===== src/rtl/gigatron_video_pkg.sv =====
// Shared definitions for the Gigatron video output path: OUT port bit
// positions, default VGA-at-6.25MHz timing and the colour replication helper.
package gigatron_video_pkg;

  // OUT port layout: [1:0]R [3:2]G [5:4]B [6]hsync_n [7]vsync_n
  localparam int R_LSB  = 0;
  localparam int G_LSB  = 2;
  localparam int B_LSB  = 4;
  localparam int HS_BIT = 6;
  localparam int VS_BIT = 7;

  // Default timing, counted in pix_ce ticks (horizontal) and lines (vertical)
  localparam int DEF_OUT_W     = 8;
  localparam int DEF_H_BP      = 12;
  localparam int DEF_H_ACT     = 160;
  localparam int DEF_V_BP      = 33;
  localparam int DEF_V_ACT     = 480;
  localparam int DEF_H_TIMEOUT = 400;

  // Widest supported channel; the replicated pattern is built at this width
  localparam int EXP_MAX_W = 12;

  // Replicate a 2-bit colour MSB-first across the widest channel width
  function automatic logic [EXP_MAX_W-1:0] expand_color(input logic [1:0] c);
    return {6{c}};
  endfunction

endpackage


===== src/rtl/gigatron_video_if.sv =====
// Gigatron OUT port in, conditioned VGA stream out.
// master: the Gigatron core side; slave: gigatron_video_out.
interface gigatron_video_if #(
  parameter int OUT_W = 8
);
  logic             pix_ce;
  logic [7:0]       out_port;
  logic [OUT_W-1:0] vga_r;
  logic [OUT_W-1:0] vga_g;
  logic [OUT_W-1:0] vga_b;
  logic             vga_hs_n;
  logic             vga_vs_n;
  logic             hblank;
  logic             vblank;
  logic             ce_pix;
  logic             sync_lost;

  modport master (
    output pix_ce, out_port,
    input  vga_r, vga_g, vga_b, vga_hs_n, vga_vs_n, hblank, vblank, ce_pix, sync_lost
  );

  modport slave (
    input  pix_ce, out_port,
    output vga_r, vga_g, vga_b, vga_hs_n, vga_vs_n, hblank, vblank, ce_pix, sync_lost
  );
endinterface


===== src/rtl/gigatron_color_expand.sv =====
// Combinational 2-bit to OUT_W-bit colour replicator: the top OUT_W bits of
// {c,c,c,...}, so 2'b11 gives full scale and 2'b00 gives zero.
module gigatron_color_expand
  import gigatron_video_pkg::*;
#(
  parameter int OUT_W = 8
) (
  input  logic [1:0]       c_i,
  output logic [OUT_W-1:0] c_o
);

  logic [EXP_MAX_W-1:0] full_s;

  assign full_s = expand_color(c_i);
  assign c_o    = OUT_W'(full_s >> (EXP_MAX_W - OUT_W));

endmodule


===== src/rtl/gigatron_video_out.sv =====
// Gigatron OUT port to VGA conditioner. Registers sync and colour, regenerates
// blanking from sync rising edges with back-porch counters, and raises a
// watchdog flag (forcing blank) when hsync stops arriving.
// Optional feature: define GIGATRON_VIDEO_SCANLINE_EN to halve the intensity
// of odd active lines (scanline effect).
module gigatron_video_out
  import gigatron_video_pkg::*;
#(
  parameter int OUT_W     = DEF_OUT_W,
  parameter int H_BP      = DEF_H_BP,
  parameter int H_ACT     = DEF_H_ACT,
  parameter int V_BP      = DEF_V_BP,
  parameter int V_ACT     = DEF_V_ACT,
  parameter int H_TIMEOUT = DEF_H_TIMEOUT
) (
  input  logic            clk_sys,
  input  logic            reset,
  gigatron_video_if.slave vid
);

  // hcnt must be able to reach H_TIMEOUT; vcnt must hold the last active line
  localparam int HW = $clog2(H_TIMEOUT + 1);
  localparam int VW = $clog2(V_BP + V_ACT + 1);

  localparam logic [HW-1:0] H_ONE    = HW'(1);
  localparam logic [HW-1:0] H_ACT_LO = HW'(H_BP);
  localparam logic [HW-1:0] H_ACT_HI = HW'(H_BP + H_ACT);
  localparam logic [HW-1:0] H_LIMIT  = HW'(H_TIMEOUT);
  localparam logic [HW-1:0] H_MAX    = {HW{1'b1}};
  localparam logic [VW-1:0] V_ONE    = VW'(1);
  localparam logic [VW-1:0] V_ACT_LO = VW'(V_BP);
  localparam logic [VW-1:0] V_ACT_HI = VW'(V_BP + V_ACT);
  localparam logic [VW-1:0] V_MAX    = {VW{1'b1}};

  logic             hs_s, vs_s, hrise_s, vrise_s, blank_s;
  logic [HW-1:0]    hcnt_q, hcnt_d;
  logic [VW-1:0]    vcnt_q, vcnt_d;
  logic             hs_prev_q, vs_prev_q;
  logic             sync_lost_q, sync_lost_d;
  logic             hblank_q, hblank_d, vblank_q, vblank_d;
  logic [OUT_W-1:0] exp_r_s, exp_g_s, exp_b_s;
  logic [OUT_W-1:0] r_q, r_d, g_q, g_d, b_q, b_d;
  logic             vga_hs_q, vga_vs_q, ce_pix_q;

  assign hs_s    = vid.out_port[HS_BIT];
  assign vs_s    = vid.out_port[VS_BIT];
  assign hrise_s = ~hs_prev_q & hs_s;
  assign vrise_s = ~vs_prev_q & vs_s;

  gigatron_color_expand #(.OUT_W(OUT_W)) u_exp_r (.c_i(vid.out_port[R_LSB +: 2]), .c_o(exp_r_s));
  gigatron_color_expand #(.OUT_W(OUT_W)) u_exp_g (.c_i(vid.out_port[G_LSB +: 2]), .c_o(exp_g_s));
  gigatron_color_expand #(.OUT_W(OUT_W)) u_exp_b (.c_i(vid.out_port[B_LSB +: 2]), .c_o(exp_b_s));

  // Next pixel/line counters and watchdog; a vsync rise outranks the line increment
  always_comb begin
    hcnt_d      = hcnt_q;
    vcnt_d      = vcnt_q;
    sync_lost_d = sync_lost_q;
    if (hrise_s) begin
      hcnt_d = '0;
    end else if (hcnt_q != H_MAX) begin
      hcnt_d = hcnt_q + H_ONE;
    end else begin
      hcnt_d = hcnt_q;
    end
    if (vrise_s) begin
      vcnt_d = '0;
    end else if (hrise_s && (vcnt_q != V_MAX)) begin
      vcnt_d = vcnt_q + V_ONE;
    end else begin
      vcnt_d = vcnt_q;
    end
    if (hrise_s) begin
      sync_lost_d = 1'b0;
    end else if (hcnt_d >= H_LIMIT) begin
      sync_lost_d = 1'b1;
    end else begin
      sync_lost_d = sync_lost_q;
    end
  end

  // Blanking from the updated counters, then colour gated by blank (and dimmed on odd lines if enabled)
  always_comb begin
    hblank_d = (hcnt_d < H_ACT_LO) | (hcnt_d >= H_ACT_HI) | ~hs_s;
    vblank_d = (vcnt_d < V_ACT_LO) | (vcnt_d >= V_ACT_HI) | ~vs_s | sync_lost_d;
    blank_s  = hblank_d | vblank_d;
    if (blank_s) begin
      r_d = '0;
      g_d = '0;
      b_d = '0;
    end else begin
`ifdef GIGATRON_VIDEO_SCANLINE_EN
      if (vcnt_d[0]) begin
        r_d = exp_r_s >> 1;
        g_d = exp_g_s >> 1;
        b_d = exp_b_s >> 1;
      end else begin
        r_d = exp_r_s;
        g_d = exp_g_s;
        b_d = exp_b_s;
      end
`else
      r_d = exp_r_s;
      g_d = exp_g_s;
      b_d = exp_b_s;
`endif
    end
  end

  // State and output registers; everything but ce_pix holds between pix_ce ticks
  always_ff @(posedge clk_sys) begin
    if (reset) begin
      hcnt_q      <= '0;
      vcnt_q      <= '0;
      hs_prev_q   <= 1'b1;
      vs_prev_q   <= 1'b1;
      sync_lost_q <= 1'b1;
      hblank_q    <= 1'b1;
      vblank_q    <= 1'b1;
      r_q         <= '0;
      g_q         <= '0;
      b_q         <= '0;
      vga_hs_q    <= 1'b1;
      vga_vs_q    <= 1'b1;
      ce_pix_q    <= 1'b0;
    end else begin
      ce_pix_q <= vid.pix_ce;
      if (vid.pix_ce) begin
        hcnt_q      <= hcnt_d;
        vcnt_q      <= vcnt_d;
        hs_prev_q   <= hs_s;
        vs_prev_q   <= vs_s;
        sync_lost_q <= sync_lost_d;
        hblank_q    <= hblank_d;
        vblank_q    <= vblank_d;
        r_q         <= r_d;
        g_q         <= g_d;
        b_q         <= b_d;
        vga_hs_q    <= hs_s;
        vga_vs_q    <= vs_s;
      end
    end
  end

  assign vid.vga_r     = r_q;
  assign vid.vga_g     = g_q;
  assign vid.vga_b     = b_q;
  assign vid.vga_hs_n  = vga_hs_q;
  assign vid.vga_vs_n  = vga_vs_q;
  assign vid.hblank    = hblank_q;
  assign vid.vblank    = vblank_q;
  assign vid.ce_pix    = ce_pix_q;
  assign vid.sync_lost = sync_lost_q;

endmodule


===== src/flat_wrapper.sv =====
// flat-port wrapper written by rule: the top's interface ports become plain ports
module gigatron_video_out_flat import gigatron_video_pkg::*;
#(
  parameter int OUT_W     = DEF_OUT_W,
  parameter int H_BP      = DEF_H_BP,
  parameter int H_ACT     = DEF_H_ACT,
  parameter int V_BP      = DEF_V_BP,
  parameter int V_ACT     = DEF_V_ACT,
  parameter int H_TIMEOUT = DEF_H_TIMEOUT
)
  (clk_sys, reset, vid_pix_ce, vid_out_port, vid_vga_r, vid_vga_g, vid_vga_b, vid_vga_hs_n, vid_vga_vs_n, vid_hblank, vid_vblank, vid_ce_pix, vid_sync_lost);
  gigatron_video_if #(.OUT_W(OUT_W)) vid_i ();
  input  logic clk_sys;
  input  logic reset;
  input wire logic [$bits(vid_i.pix_ce)-1:0] vid_pix_ce;
  input wire logic [$bits(vid_i.out_port)-1:0] vid_out_port;
  output wire logic [$bits(vid_i.vga_r)-1:0] vid_vga_r;
  output wire logic [$bits(vid_i.vga_g)-1:0] vid_vga_g;
  output wire logic [$bits(vid_i.vga_b)-1:0] vid_vga_b;
  output wire logic [$bits(vid_i.vga_hs_n)-1:0] vid_vga_hs_n;
  output wire logic [$bits(vid_i.vga_vs_n)-1:0] vid_vga_vs_n;
  output wire logic [$bits(vid_i.hblank)-1:0] vid_hblank;
  output wire logic [$bits(vid_i.vblank)-1:0] vid_vblank;
  output wire logic [$bits(vid_i.ce_pix)-1:0] vid_ce_pix;
  output wire logic [$bits(vid_i.sync_lost)-1:0] vid_sync_lost;
  assign vid_i.pix_ce = vid_pix_ce;
  assign vid_i.out_port = vid_out_port;
  assign vid_vga_r = vid_i.vga_r;
  assign vid_vga_g = vid_i.vga_g;
  assign vid_vga_b = vid_i.vga_b;
  assign vid_vga_hs_n = vid_i.vga_hs_n;
  assign vid_vga_vs_n = vid_i.vga_vs_n;
  assign vid_hblank = vid_i.hblank;
  assign vid_vblank = vid_i.vblank;
  assign vid_ce_pix = vid_i.ce_pix;
  assign vid_sync_lost = vid_i.sync_lost;
  gigatron_video_out #(.OUT_W(OUT_W), .H_BP(H_BP), .H_ACT(H_ACT), .V_BP(V_BP), .V_ACT(V_ACT), .H_TIMEOUT(H_TIMEOUT)) u_core (.clk_sys(clk_sys), .reset(reset), .vid(vid_i));
endmodule

===== config.mk =====
export PLATFORM = sky130hd
export DESIGN_NAME = gigatron_video_out_flat
export DESIGN_NICKNAME = d
export VERILOG_FILES = /design/src/rtl/gigatron_video_pkg.sv /design/src/rtl/gigatron_video_if.sv /design/src/rtl/gigatron_color_expand.sv /design/src/rtl/gigatron_video_out.sv /design/src/flat_wrapper.sv
export SDC_FILE = /design/constraint.sdc
export NUM_CORES = 1
export LEC_CHECK = 0
export CAP_MARGIN = 20
export CELL_PAD_IN_SITES_DETAIL_PLACEMENT = 1
export CELL_PAD_IN_SITES_GLOBAL_PLACEMENT = 1
export CORE_MARGIN = 3
export CORE_UTILIZATION = 35
export DETAILED_ROUTE_END_ITERATION = 12
export PLACE_DENSITY_LB_ADDON = 0.15
export SYNTH_ARGS = -nofsm -noshare
export SYNTH_HDL_FRONTEND = slang
export SYNTH_SLANG_ARGS = --single-unit

===== constraint.sdc =====
create_clock -name clk_sys -period 5.3 [get_ports clk_sys]
set_clock_uncertainty 0.15 [all_clocks]
set_input_delay 0.795 -clock clk_sys [delete_from_list [all_inputs] [get_ports clk_sys]]
set_output_delay 0.795 -clock clk_sys [all_outputs]
set_load 0.01 [all_outputs]

# ---- Word level (Yosys, flattened, before mapping)
# Index checks and enable logic that the tools add are counted.
dict set report classes {
  n_addsub 2
  n_reduce_logical 1
  n_lt_le_gt_ge 5
  muxes 9
  bitwise 12
  n_eq_ne 2
}
# op count
set op_table {}
lappend op_table {{$mux 8} 3}
lappend op_table {{$mux 10} 2}
lappend op_table {{$mux 9} 2}
lappend op_table {{$add 10x1->10 const B} 1}
lappend op_table {{$ge 10x10->1 const B} 1}
lappend op_table {{$lt 10x6->1 const B} 1}
lappend op_table {{$ne 10x10->1 const B} 1}
lappend op_table {{$add 9x1->9 const B} 1}
lappend op_table {{$ge 9x8->1 const B} 1}
lappend op_table {{$ge 9x9->1 const B} 1}
lappend op_table {{$lt 9x4->1 const B} 1}
lappend op_table {{$ne 9x9->1 const B} 1}
lappend op_table {{$or 1x1->1} 6}
lappend op_table {{$not 1->1} 4}
lappend op_table {{$and 1x1->1} 2}
lappend op_table {{$mux 1} 2}
lappend op_table {{$logic_and 1x1->1} 1}
dict set report totals {
  in_bits 11
  regBits 49
}

# ---- Depth between registers and ports, before layout
dict set report depth {
  depth_word 11
  depth_mapped 9
  mapped_depth_nobuf 8
}

# ---- Cells and area by module
# Synthesis repeated with hierarchy kept, for this count alone.
dict set report unflattened {
  cells_unflattened 336
  area_unflattened_um2 2852.7
}
# module area_each_um2 n_inst cells_per_inst
set by_module_without_submodules {}
lappend by_module_without_submodules {gigatron_video_out 2672.6 1 312}
lappend by_module_without_submodules {gigatron_color_expand 60.1 3 8}

# ---- Worst setup path before layout
# Ideal clock, no wire load.
dict set report synth_path {
  path_type {input port to flip-flop}
  from {in vid_out_port[6]}
  to {reg u_core.vblank_q, in the netlist u_core.vid.vblank}
  setup_slack_ns 2.383
  path_stages 7
  n_path_buf 0
  arrival_time_ns 2.644
  path_cell_list {nand2b_1 a311oi_1 a21oi_1 a221o_1 or4_4 o211a_4 o32a_2}
}
dict set report synth_via {
  elab_chain_cells 8
}
# item line_no
set synth_lines {}
lappend synth_lines {{start: declaration} flat_wrapper.sv:16} ;# input wire logic [$bits(vid_i.out_port)-1:0] vid_out_port;
lappend synth_lines {{$and 1x1->1 *} gigatron_video_out.sv:47} ;# assign hrise_s = ~hs_prev_q & hs_s;
lappend synth_lines {{$logic_and 1x1->1} gigatron_video_out.sv:68} ;# end else if (hrise_s && (vcnt_q != V_MAX)) begin
lappend synth_lines {{$mux 10} gigatron_video_out.sv:68}
lappend synth_lines {{$mux 10} gigatron_video_out.sv:66} ;# if (vrise_s) begin
lappend synth_lines {{$lt 10x6->1 or $ge 10x10->1 (tied branches)} gigatron_video_out.sv:85} ;# vblank_d = (vcnt_d < V_ACT_LO) | (vcnt_d >= V_ACT_HI) | ~vs_s | sync_lost_d;
lappend synth_lines {{$or 1x1->1 (2 in a row)} gigatron_video_out.sv:85}
lappend synth_lines {{$or 1x1->1 *} gigatron_video_out.sv:85}
lappend synth_lines {{end signal: assignment} gigatron_video_out.sv:135} ;# vblank_q <= vblank_d;
lappend synth_lines {{end: declaration} gigatron_video_out.sv:40} ;# logic hblank_q, hblank_d, vblank_q, vblank_d;
# Every way passes the cells marked *; elsewhere a longest branch is shown, timed or not.
# A chain may end at the register's enable or synchronous reset.

# ---- Worst setup path after layout
# Same ends and word-level chain as after synthesis.

==> results.ini <==
[worst_setup_path]
cp-start-kind=primary input
endpoint_kind=flip-flop
path_max_fanout=12
worstPathArrival_ps=3790
required_ps=5330
critPathKind=primary input to flip-flop

[logic_synthesis]
synth_top_family_by_area=simple AND/OR/NAND/NOR gates
synthCells=257
ys_warn_count=0
synth_simple_gate_area_share=0.270
synth_adder_area_share=0.0125
ys_seq_area_frac=0.311
synth_area_leaders=dfxtp_1, buf_4, a21oi_1, nor2_1, nand2_1
synth_flop_cell=dfxtp_1
synth_cell_types=56
yosysTopAreaCellShare=0.311
synthMuxAreaShare=0.0201
syn-num-nets=270
ys_async_sr_fraction=0
netlist_top_cells_count=dfxtp_1, nor2_1, nand2_1
synth-compound-area-share=0.264
yosysMostFrequentCell=dfxtp_1
yosys.area.top_type=dfxtp_1
syn_area_um2=1990
synth-seq-cells=31
synth-xor-area-share=0.0132
synth_edf_count=0
avgSynthCellArea_um2=7.76

[clocking]
cts_resized=0
clock_path_buffers=2
clk_pin_slew_ps=60
clk_root_buffer_cell=clkbuf_8
cts_tree=done
ctsHtreeMaxLevel=2
numCtsBuffers=5
cts_hold_buf=0
clk_latency_ps=300
clock-sinks=31
postCtsSetupBuffers=0

[timing]
tightest_slew_ps=956
fin_crit_ps=3760
drv_slew=0
hold_violations=0
hold_ws_ps=342
setup_viol=0
timing.final.ws_setup_ps=1540
slew-limit-headroom=0.361
fmax_mhz=266
tns_ps=0
rsz0062_at_grt=no
period_share=0.709

[global_route]
use_met1=0.236
busiest_layer=met2
grt_max_degree=28
use_met2=0.274
grt_pass1_wl_mm=9.00
grt_usage=0.180
use_met3=0.0592
antenna_found_initial=0
overflow=0
grt_pass1_vias=1768

[route]
initialDrtViolationCount=82
drt_wl_total_mm=5.55
first_pass_iters=4
drc_errors=0
via_per_inst=5.66
antenna_left=0
via_count=1957
wire_per_inst_um=16.0

[final_layout]
syn_to_final_growth_pct=20.1
diodes=0
drive_gt1_frac=0.0797
nets=288
fin_cells=346
fill_cells=658
design_area_um2=2390
final_core_util=0.452

[pwr]
peakVddDrop_uv=128
p_leak_nw=0.814
pwr_density_cell_nw_per_um2=197
p_total_mw=0.472

[floorplanning]
die_area_um2=6640
die_h_um=81.5
coreArea_um2=5300
pin_count=41
fp.dieW_um=81.5
row_count=26
start_util=0.376

[job]
timing.max_cap.violations=0

[place]
gp_congestion=0.795
place_ws_ps=1280
place_inst=338
hpwl_mm=3.92
dpl-instance-area_um2=2310
io_buffer_count=40

[hold_path]
min_path_type=flip-flop to flip-flop

[status]
status=completed

[worst max-delay path, cell delays in order]
cell and delay [ps]:
clkdlybuf4s50_1 510, nor2b_1 780, o31ai_4 220, xnor2_1 180, a221o_1 360, or4_4 480, o211a_4 280, o32a_2 190
[cells in the final DEF, fill, tap and decap left out, types with 3 or more instances in the layout]
master	netlist	final
dfxtp_1	31	31
buf_4	18	4
a21oi_1	21	21
a31o_2	3	3
nand3_1	12	12
nor2b_1	3	3
o21ai_0	7	7
nand2_1	23	23
clkbuf_8	0	5
mux2i_1	4	4
a211oi_1	8	8
o21ai_1	6	6
nor2_1	28	28
and2_1	3	3
inv_1	5	5
nand4_1	6	6
nor3_1	12	12
and3_1	3	3
a31oi_1	6	6
clkdlybuf4s50_1	0	40
[power by group]
part / internal [mW] / leakage [nW] / total, mW / switching (mW)
clock network: 0.0921 / 0.0422 / 0.187 / 0.0954
registers: 0.236 / 0.251 / 0.240 / 0.00383
logic: 0.0199 / 0.520 / 0.0449 / 0.0251
total: 0.348 / 0.814 / 0.472 / 0.124
[metal layers]
metal | up-vias | wire (µm)
met1 | 930 | 2720
met2 | 53 | 2400
met5 | - | 0
met4 | 0 | 53
met3 | 5 | 373
li1 | 969 | -
[logic make-up after synthesis]
group,count (synthesis)
adders and majority gates,2
xor gates and xnor gates,3
DFF,31
and+or+nand+nor,105
muxes,4
AOI/OAI and AO/OA,74
buffers and inverters,38
[registers in the layout, summed over array words and instances (netlist names)]
register / count
u_core.hcnt_q: 9
u_core.vcnt_q: 10
u_core.vid.ce_pix: 1
u_core.vid.hblank: 1
u_core.vid.sync_lost: 1
u_core.vid.vblank: 1
u_core.vid.vga_b: 2
u_core.vid.vga_g: 2
u_core.vid.vga_hs_n: 1
u_core.vid.vga_r: 2
u_core.vid.vga_vs_n: 1
[area by class of cell]
type / instances / area (µm²) / share of cell area
clock buffer: 7 / 76.3 / 0.0319
tap: 70 / 87.6 / 0.0366
sequential: 31 / 621 / 0.259
timing repair buffer: 44 / 430 / 0.180
clock inverter: 1 / 5.00 / 0.00209
multi-input combinational: 188 / 1160 / 0.483
inverter: 5 / 18.8 / 0.00784
[worst paths after layout]
| path | startpoint | slack [ps] | end | depth (start not counted) |
|---|---|---|---|---|
| worst max-delay path | vid_out_port[6] | 1540 | u_core.vid.vblank | 8 |
| worst min-delay path | u_core.vid.vga_r[5] | 340 | u_core.vid.vga_r[5] | 2 |
| worst max register to register | u_core.vcnt_q[0] | 2150 | u_core.vid.vblank | 8 |
| worst min register to register | u_core.vid.vga_r[5] | 340 | u_core.vid.vga_r[5] | 2 |
Note: power is estimated with default switching activity, not from simulation.
